[src/rtl/vram_arbiter_if.sv]
// Bus bundle between vram_arbiter and its three neighbours: scanout fetch,
// CPU bus interface and the VRAM macro.
interface vram_arbiter_if #(
  parameter int ADDR_WIDTH = 19,
  parameter int DATA_WIDTH = 8
);
  logic                  scan_req;
  logic [ADDR_WIDTH-1:0] scan_addr;
  logic                  scan_gnt;
  logic                  scan_valid;
  logic [DATA_WIDTH-1:0] scan_data;
  logic                  cpu_req;
  logic                  cpu_we;
  logic [ADDR_WIDTH-1:0] cpu_addr;
  logic [DATA_WIDTH-1:0] cpu_wdata;
  logic                  cpu_ack;
  logic [DATA_WIDTH-1:0] cpu_rdata;
  logic                  vram_en;
  logic                  vram_we;
  logic [ADDR_WIDTH-1:0] vram_addr;
  logic [DATA_WIDTH-1:0] vram_wdata;
  logic [DATA_WIDTH-1:0] vram_rdata;

  modport slave (
    input  scan_req, scan_addr, cpu_req, cpu_we, cpu_addr, cpu_wdata, vram_rdata,
    output scan_gnt, scan_valid, scan_data, cpu_ack, cpu_rdata,
           vram_en, vram_we, vram_addr, vram_wdata
  );

  modport master (
    output scan_req, scan_addr, cpu_req, cpu_we, cpu_addr, cpu_wdata, vram_rdata,
    input  scan_gnt, scan_valid, scan_data, cpu_ack, cpu_rdata,
           vram_en, vram_we, vram_addr, vram_wdata
  );
endinterface

[src/rtl/vram_arbiter.sv]
// Single-port VRAM arbiter: scanout wins in active video, CPU wins in blanking,
// with a starvation counter forcing a CPU slot during long active periods.
module vram_arbiter #(
  parameter int ADDR_WIDTH   = 19,
  parameter int DATA_WIDTH   = 8,
  parameter int STARVE_LIMIT = 16
) (
  input  logic           clk,
  input  logic           reset,
  input  logic           blank,
  vram_arbiter_if.slave  bus
);
  localparam int CNT_W = $clog2(STARVE_LIMIT + 1);

  logic                  cpu_elig_s;
  logic                  starved_s;
  logic                  scan_sel_s;
  logic                  cpu_sel_s;
  logic                  cpu_busy_r;
  logic [CNT_W-1:0]      starve_cnt_r;
  logic                  vram_en_r;
  logic                  vram_we_r;
  logic [ADDR_WIDTH-1:0] vram_addr_r;
  logic [DATA_WIDTH-1:0] vram_wdata_r;
  logic                  tag1_scan_r;
  logic                  tag1_rd_r;
  logic                  tag1_wr_r;
  logic                  tag2_scan_r;
  logic                  tag2_rd_r;
  logic                  scan_valid_r;
  logic [DATA_WIDTH-1:0] scan_data_r;
  logic                  cpu_ack_r;
  logic [DATA_WIDTH-1:0] cpu_rdata_r;

  // Grant decision: blanking or starvation hands first choice to the CPU
  always_comb begin
    cpu_elig_s = bus.cpu_req & ~cpu_busy_r;
    starved_s  = (starve_cnt_r >= CNT_W'(STARVE_LIMIT));
    scan_sel_s = 1'b0;
    cpu_sel_s  = 1'b0;
    if (blank || starved_s) begin
      if (cpu_elig_s) begin
        cpu_sel_s = 1'b1;
      end else begin
        scan_sel_s = bus.scan_req;
      end
    end else begin
      if (bus.scan_req) begin
        scan_sel_s = 1'b1;
      end else begin
        cpu_sel_s = cpu_elig_s;
      end
    end
  end

  assign bus.scan_gnt = scan_sel_s & ~reset;

  // VRAM command issue, one cycle after the decision
  always_ff @(posedge clk or posedge reset) begin
    if (reset) begin
      vram_en_r    <= 1'b0;
      vram_we_r    <= 1'b0;
      vram_addr_r  <= '0;
      vram_wdata_r <= '0;
    end else begin
      vram_en_r <= scan_sel_s | cpu_sel_s;
      if (cpu_sel_s) begin
        vram_we_r    <= bus.cpu_we;
        vram_addr_r  <= bus.cpu_addr;
        vram_wdata_r <= bus.cpu_wdata;
      end else if (scan_sel_s) begin
        vram_we_r   <= 1'b0;
        vram_addr_r <= bus.scan_addr;
      end else begin
        vram_we_r <= 1'b0;
      end
    end
  end

  // Ownership tags follow each command so read data lands at its requester
  always_ff @(posedge clk or posedge reset) begin
    if (reset) begin
      tag1_scan_r <= 1'b0;
      tag1_rd_r   <= 1'b0;
      tag1_wr_r   <= 1'b0;
      tag2_scan_r <= 1'b0;
      tag2_rd_r   <= 1'b0;
    end else begin
      tag1_scan_r <= scan_sel_s;
      tag1_rd_r   <= cpu_sel_s & ~bus.cpu_we;
      tag1_wr_r   <= cpu_sel_s & bus.cpu_we;
      tag2_scan_r <= tag1_scan_r;
      tag2_rd_r   <= tag1_rd_r;
    end
  end

  // Read-data routing and completion pulses
  always_ff @(posedge clk or posedge reset) begin
    if (reset) begin
      scan_valid_r <= 1'b0;
      scan_data_r  <= '0;
      cpu_ack_r    <= 1'b0;
      cpu_rdata_r  <= '0;
    end else begin
      scan_valid_r <= tag2_scan_r;
      cpu_ack_r    <= tag1_wr_r | tag2_rd_r;
      if (tag2_scan_r) begin
        scan_data_r <= bus.vram_rdata;
      end
      if (tag2_rd_r) begin
        cpu_rdata_r <= bus.vram_rdata;
      end
    end
  end

  // CPU busy window and starvation counter
  always_ff @(posedge clk or posedge reset) begin
    if (reset) begin
      cpu_busy_r   <= 1'b0;
      starve_cnt_r <= '0;
    end else begin
      if (cpu_sel_s) begin
        cpu_busy_r <= 1'b1;
      end else if (cpu_ack_r) begin
        cpu_busy_r <= 1'b0;
      end
      if (cpu_sel_s) begin
        starve_cnt_r <= '0;
      end else if (cpu_elig_s && !starved_s) begin
        starve_cnt_r <= starve_cnt_r + CNT_W'(1);
      end
    end
  end

  assign bus.vram_en    = vram_en_r;
  assign bus.vram_we    = vram_we_r;
  assign bus.vram_addr  = vram_addr_r;
  assign bus.vram_wdata = vram_wdata_r;
  assign bus.scan_valid = scan_valid_r;
  assign bus.scan_data  = scan_data_r;
  assign bus.cpu_ack    = cpu_ack_r;
  assign bus.cpu_rdata  = cpu_rdata_r;
endmodule

[src/flat_wrapper.sv]
// flat-port wrapper written by rule: the top's interface ports become plain ports
module vram_arbiter_flat 
#(
  parameter int ADDR_WIDTH   = 19,
  parameter int DATA_WIDTH   = 8,
  parameter int STARVE_LIMIT = 16
)
  (clk, reset, blank, bus_scan_req, bus_scan_addr, bus_cpu_req, bus_cpu_we, bus_cpu_addr, bus_cpu_wdata, bus_vram_rdata, bus_scan_gnt, bus_scan_valid, bus_scan_data, bus_cpu_ack, bus_cpu_rdata, bus_vram_en, bus_vram_we, bus_vram_addr, bus_vram_wdata);
  vram_arbiter_if #(.ADDR_WIDTH(ADDR_WIDTH), .DATA_WIDTH(DATA_WIDTH)) bus_i ();
  input  logic clk;
  input  logic reset;
  input  logic blank;
  input wire logic [$bits(bus_i.scan_req)-1:0] bus_scan_req;
  input wire logic [$bits(bus_i.scan_addr)-1:0] bus_scan_addr;
  input wire logic [$bits(bus_i.cpu_req)-1:0] bus_cpu_req;
  input wire logic [$bits(bus_i.cpu_we)-1:0] bus_cpu_we;
  input wire logic [$bits(bus_i.cpu_addr)-1:0] bus_cpu_addr;
  input wire logic [$bits(bus_i.cpu_wdata)-1:0] bus_cpu_wdata;
  input wire logic [$bits(bus_i.vram_rdata)-1:0] bus_vram_rdata;
  output wire logic [$bits(bus_i.scan_gnt)-1:0] bus_scan_gnt;
  output wire logic [$bits(bus_i.scan_valid)-1:0] bus_scan_valid;
  output wire logic [$bits(bus_i.scan_data)-1:0] bus_scan_data;
  output wire logic [$bits(bus_i.cpu_ack)-1:0] bus_cpu_ack;
  output wire logic [$bits(bus_i.cpu_rdata)-1:0] bus_cpu_rdata;
  output wire logic [$bits(bus_i.vram_en)-1:0] bus_vram_en;
  output wire logic [$bits(bus_i.vram_we)-1:0] bus_vram_we;
  output wire logic [$bits(bus_i.vram_addr)-1:0] bus_vram_addr;
  output wire logic [$bits(bus_i.vram_wdata)-1:0] bus_vram_wdata;
  assign bus_i.scan_req = bus_scan_req;
  assign bus_i.scan_addr = bus_scan_addr;
  assign bus_i.cpu_req = bus_cpu_req;
  assign bus_i.cpu_we = bus_cpu_we;
  assign bus_i.cpu_addr = bus_cpu_addr;
  assign bus_i.cpu_wdata = bus_cpu_wdata;
  assign bus_i.vram_rdata = bus_vram_rdata;
  assign bus_scan_gnt = bus_i.scan_gnt;
  assign bus_scan_valid = bus_i.scan_valid;
  assign bus_scan_data = bus_i.scan_data;
  assign bus_cpu_ack = bus_i.cpu_ack;
  assign bus_cpu_rdata = bus_i.cpu_rdata;
  assign bus_vram_en = bus_i.vram_en;
  assign bus_vram_we = bus_i.vram_we;
  assign bus_vram_addr = bus_i.vram_addr;
  assign bus_vram_wdata = bus_i.vram_wdata;
  vram_arbiter #(.ADDR_WIDTH(ADDR_WIDTH), .DATA_WIDTH(DATA_WIDTH), .STARVE_LIMIT(STARVE_LIMIT)) u_core (.clk(clk), .reset(reset), .blank(blank), .bus(bus_i));
endmodule
[config.mk]
export PLATFORM = sky130hd
export DESIGN_NAME = vram_arbiter_flat
export DESIGN_NICKNAME = d
export VERILOG_FILES = /design/src/rtl/vram_arbiter_if.sv /design/src/rtl/vram_arbiter.sv /design/src/flat_wrapper.sv
export SDC_FILE = /design/constraint.sdc
export NUM_CORES = 1
export LEC_CHECK = 0
export CORE_ASPECT_RATIO = 2
export CORE_MARGIN = 8
export CORE_UTILIZATION = 25
export CTS_CLUSTER_SIZE = 10
export DETAILED_ROUTE_END_ITERATION = 12
export PLACE_DENSITY = 0.62
export SYNTH_ARGS = -nofsm -noshare
export SYNTH_HDL_FRONTEND = slang
export SYNTH_SLANG_ARGS = --single-unit
[constraint.sdc]
create_clock -name clk -period 4.8 [get_ports clk]
set_input_delay 0.96 -clock clk [delete_from_list [all_inputs] [get_ports clk]]
set_output_delay 0.96 -clock clk [all_outputs]
set_load 0.02 [all_outputs]
; Word level (Yosys, flattened, before mapping)
; Cells that the tools add are included.
[word_totals]
register_bits = 58
wordCells = 45
output_inout_bits = 48
[classes]
bitwise = 9
reduce_logical = 6
n_lt_le_gt_ge = 1
n_mux = 13
add_sub_neg = 1
[ops]
columns = cell, n
row1 = $mux W19, 2
row2 = $mux W5, 2
row3 = $mux W1, 9
row4 = $reduce_bool A2 Y1, 3
row5 = $add A5 B1 Y5 const B, 1
row6 = $ge A5 B5 Y1 const B, 1
row7 = $and A1 B1 Y1, 4
row8 = $not A1 Y1, 3
row9 = $or A1 B1 Y1, 2
row10 = $logic_and A1 B1 Y1, 1
row11 = $logic_not A1 Y1, 1
row12 = $logic_or A1 B1 Y1, 1

; Depth between registers and ports, before layout
[depth]
ltp_word = 6
depth_mapped = 5
depth_no_buf = 4

; Least setup slack after synthesis
; OpenSTA, ideal clock, no wires.
[synth_path]
path_kind = input port to output port
startpoint = input port bus_scan_req
endpoint = output port bus_scan_gnt
arrival_ns = 1.737
t_required_ns = 3.840
path_stages = 4
n_path_buf = 2
setup_slack_ns = 2.103
cell_sequence = clkbuf_1 o21ai_1 buf_2 nor2_1
[synth_between]
elab_chain_len = 3
elab_cells_between_ends = 4
[synth_lines]
columns = item, line
row1 = start: declaration, flat_wrapper.sv:13  ; input wire logic [$bits(bus_i.scan_req)-1:0] bus_scan_req;
row2 = "$mux W1, on equally long branches", "vram_arbiter.sv:48, vram_arbiter.sv:42"
row3 = $mux W1 *, vram_arbiter.sv:41  ; if (blank || starved_s) begin
row4 = $and A1 B1 Y1 *, vram_arbiter.sv:56  ; assign bus.scan_gnt = scan_sel_s & ~reset;
row5 = end: declaration, flat_wrapper.sv:20  ; output wire logic [$bits(bus_i.scan_gnt)-1:0] bus_scan_gnt;
; Every way passes the cells marked *; elsewhere a longest branch is shown, timed or not.

; Worst setup path after layout
; Same ends and word-level chain as after synthesis.

==> results.py <==
metrics = {
    "logic_synthesis": {
        "ys_seq_area_frac": 0.553,
        "synth_area_um2": 2580,
        "synthDistinctLibCells": 30,
        "synthArstFlopShare": 1.00,
        "yosysWarnings": 0,
        "synth_top_family_by_area": "multiplexers",
        "syn_area_per_cell_um2": 14.1,
        "synth_edf_count": 0,
        "synth_xor_xnor_area_share": 0.00340,
        "synth-compound-area-share": 0.105,
        "synth-adder-area-share": 0.00485,
        "synth_seq_cells": 57,
        "synthCells": 183,
        "synth_ff_type": "dfrtp_1",
        "synth.mux.area_fraction": 0.211,
        "synthesis.nets": 244,
        "yosys.area_share.simple": 0.0845,
    },
    "setup_path": {
        "critPathCaptureType": "output port",
        "rr_worst_depth": 4,
        "cp_slowest_cell": "clkdlybuf4s50_1",
        "crit_type": "input port to output port",
        "crit_top_cell": "clkdlybuf4s50_1",
        "crit_family": "buffers and inverters",
        "reg2reg_from": "u_core.cpu_busy_r",
        "slowest_delay_ns": 0.61,
        "arrival_ns": 2.52,
        "crit_cells": 5,
        "crit_buf_inv": 3,
        "required_ns": 3.84,
        "path_cells": "clkdlybuf4s50_1 > buf_4 > o21ai_2 > nor2_1 > clkdlybuf4s50_1",
        "reg2reg_to": "u_core.bus.vram_wdata[2]",
        "worst-path-max-fanout": 25,
        "startpoint_type": "input port",
        "rrSetupSlack_ns": 2.84,
    },
    "final_layout": {
        "nets": 352,
        "syn_to_final_growth_pct": 56.6,
        "drive_gt1_frac": 0.237,
        "final_common_cell": "clkdlybuf4s50_1",
        "finalNonFillerCells": 430,
        "final_cell_mix": "clkdlybuf4s50_1 (107), dfrtp_1 (57), mux2_2 (27)",
        "diodes": 0,
    },
    "grt": {
        "grt-busiest-layer": "met2",
        "grt_overflow": 0,
        "antenna_found_initial": 0,
        "grt_max_degree": 58,
        "grt_usage": 0.111,
        "use_met3": 0.0336,
        "grt_pass1_wl_um": 11600,
        "grt_pass1_vias": 2093,
        "globalRouteMet1Util": 0.108,
        "grt_use_met2": 0.193,
    },
    "power_and_ir_drop": {
        "comb_power_share": 0.395,
        "switching_share": 0.312,
        "p_switching_w": 0.000660,
        "irDropWorstVdd_mv": 0.194,
        "p_int_w": 0.00146,
        "p_seq_frac": 0.339,
        "power_density_nw_per_um2": 524,
        "clockPowerShare": 0.267,
        "p_leak_nw": 1.65,
    },
    "place": {
        "place.detailed.hpwl_um": 5210,
        "gp_congestion": 0.707,
        "portBuffers": 107,
        "placedCellCount": 415,
    },
    "clock_tree": {
        "hold_buffers": 0,
        "cts.clk_slew.worst_paths_ns": 0.05,
        "clkLatencyLatePin_ns": 0.32,
        "clock_path_buffers": 2,
        "cts_root_buf": "clkbuf_16",
        "ctsResizeCount": 0,
        "cts_buffers": 9,
        "cts_tree": "done",
        "post_cts_buffers": 0,
        "clock_sinks": 57,
        "htreeDepth": 3,
    },
    "drt": {
        "vias_per_cell": 4.44,
        "ant_nets": 0,
        "wl_um": 7300,
        "wl_per_cell_um": 17.0,
        "vias": 1908,
        "dr.pass1.iters": 4,
        "drc": 0,
        "drt_iter0_markers": 68,
    },
    "min_path": {
        "min_path_cells": 0,
        "hold_path.class": "flip-flop to flip-flop",
        "hold_path_startpoint": "u_core.tag1_scan_r",
        "min_to": "u_core.tag2_scan_r",
    },
    "timing": {
        "setup_viol_count_final": 0,
        "timing.fmax_ghz": 0.287,
        "tightest_slew_ns": 0.734,
        "slew_headroom": 0.510,
        "hold_viol_final": 0,
        "drv_slew": 0,
        "finalClockSkew_ns": 0.00779,
        "period_minus_slack_ns": 3.48,
        "grt_setup_unrepaired": "false",
        "finalSetupTns_ns": 0,
        "finalCritPeriodShare": 0.725,
    },
    "run_status": {
        "status": "completed",
    },
    "die": {
        "die_y_um": 160,
        "start_util": 0.256,
        "fp-row-count": 52,
        "dieArea_um2": 14000,
        "die_x_um": 87.8,
        "core-area_um2": 10100,
        "ios": 108,
    },
    "job": {
        "cap_violations": 0,
    },
}
registers in the layout, summed over array words and instances (netlist names):
register               flops
u_core.bus.vram_wdata      8
u_core.tag1_rd_r           1
u_core.cpu_busy_r          1
u_core.bus.cpu_ack         1
u_core.starve_cnt_r        5
u_core.bus.scan_valid      1
u_core.bus.cpu_rdata       8
u_core.bus.vram_en         1
u_core.bus.scan_data       8
u_core.tag1_wr_r           1
u_core.tag1_scan_r         1
u_core.tag2_rd_r           1
u_core.bus.vram_addr      19
u_core.tag2_scan_r         1
per-layer routing:
| layer | share of wire | vias up | routed length, um |
|---|---|---|---|
| met5 | 0 | - | 0 |
| li1 | - | 893 | - |
| met4 | 0.041 | 0 | 303 |
| met2 | 0.54 | 59 | 3920 |
| met1 | 0.37 | 939 | 2680 |
| met3 | 0.055 | 17 | 400 |
worst max path at each step:
stage | from | endpoint
6_report | bus_scan_req | bus_scan_gnt
5_1_grt | blank | bus_scan_gnt
4_1_cts | blank | bus_scan_gnt
3_5_place_dp | bus_scan_req | bus_scan_gnt
3_3_place_gp | bus_scan_req | bus_scan_gnt
2_1_floorplan | bus_scan_req | bus_scan_gnt
logic make-up after synthesis:
logic type      after synthesis
compound gates               27
flops                        57
fa+ha+maj                     1
mux                          43
simple gates                 36
xor+xnor                      1
buf+inv                      18
power by group through the flow:
stage,clock network [W],registers (W),logic [W]
finish,0.000564,0.000716,0.000835
global route,0.000610,0.000735,0.000887
CTS,0.000586,0.000718,0.000849
detailed placement,0,0.000723,0.000846
global placement,0,0.000721,0.000835
floorplan,0,0.000865,0.000329
synth_stat cells, types with 2 or more instances:
cell type	number	area (um2)
buf_6	3	33.8
o221a_2	3	33.8
nor2_1	3	11.3
mux2_2	27	304
clkbuf_1	8	30.0
nor2b_1	2	12.5
inv_1	3	11.3
mux2_4	16	240
o221a_1	16	180
dfrtp_1	57	1430
nand2_1	2	7.51
o21ai_0	2	10.0
buf_2	3	15.0
and2_1	2	12.5
nand3_1	3	15.0
or3_1	19	119
layout make-up:
class                   count  area [um2]
clock buffers              12         246
clock inverters             3        17.5
fillers                   981        6050
inverters                   3        11.3
multi-input cells         108        1060
flip-flops and latches     57        1430
well taps                 135         169
repair buffers            112        1110
per-stage QoR:
step / power (W) / setup slack (ns) / instance area, um2 / hold slack (ns) / util
final: 0.00212 / 1.32 / 4040 / 0.347 / 0.400
after global routing: 0.00223 / 1.23 / 4040 / 0.357 / 0.400
after CTS: 0.00215 / 1.31 / 4040 / 0.352 / 0.400
after detailed placement: 0.00157 / 1.31 / 3770 / 0.335 / 0.374
after global placement: 0.00156 / 1.30 / 3770 / 0.332 / 0.374
after floorplan: 0.00119 / 2.10 / 2580 / 0.331 / -
Power figures use the tool's default switching activity.
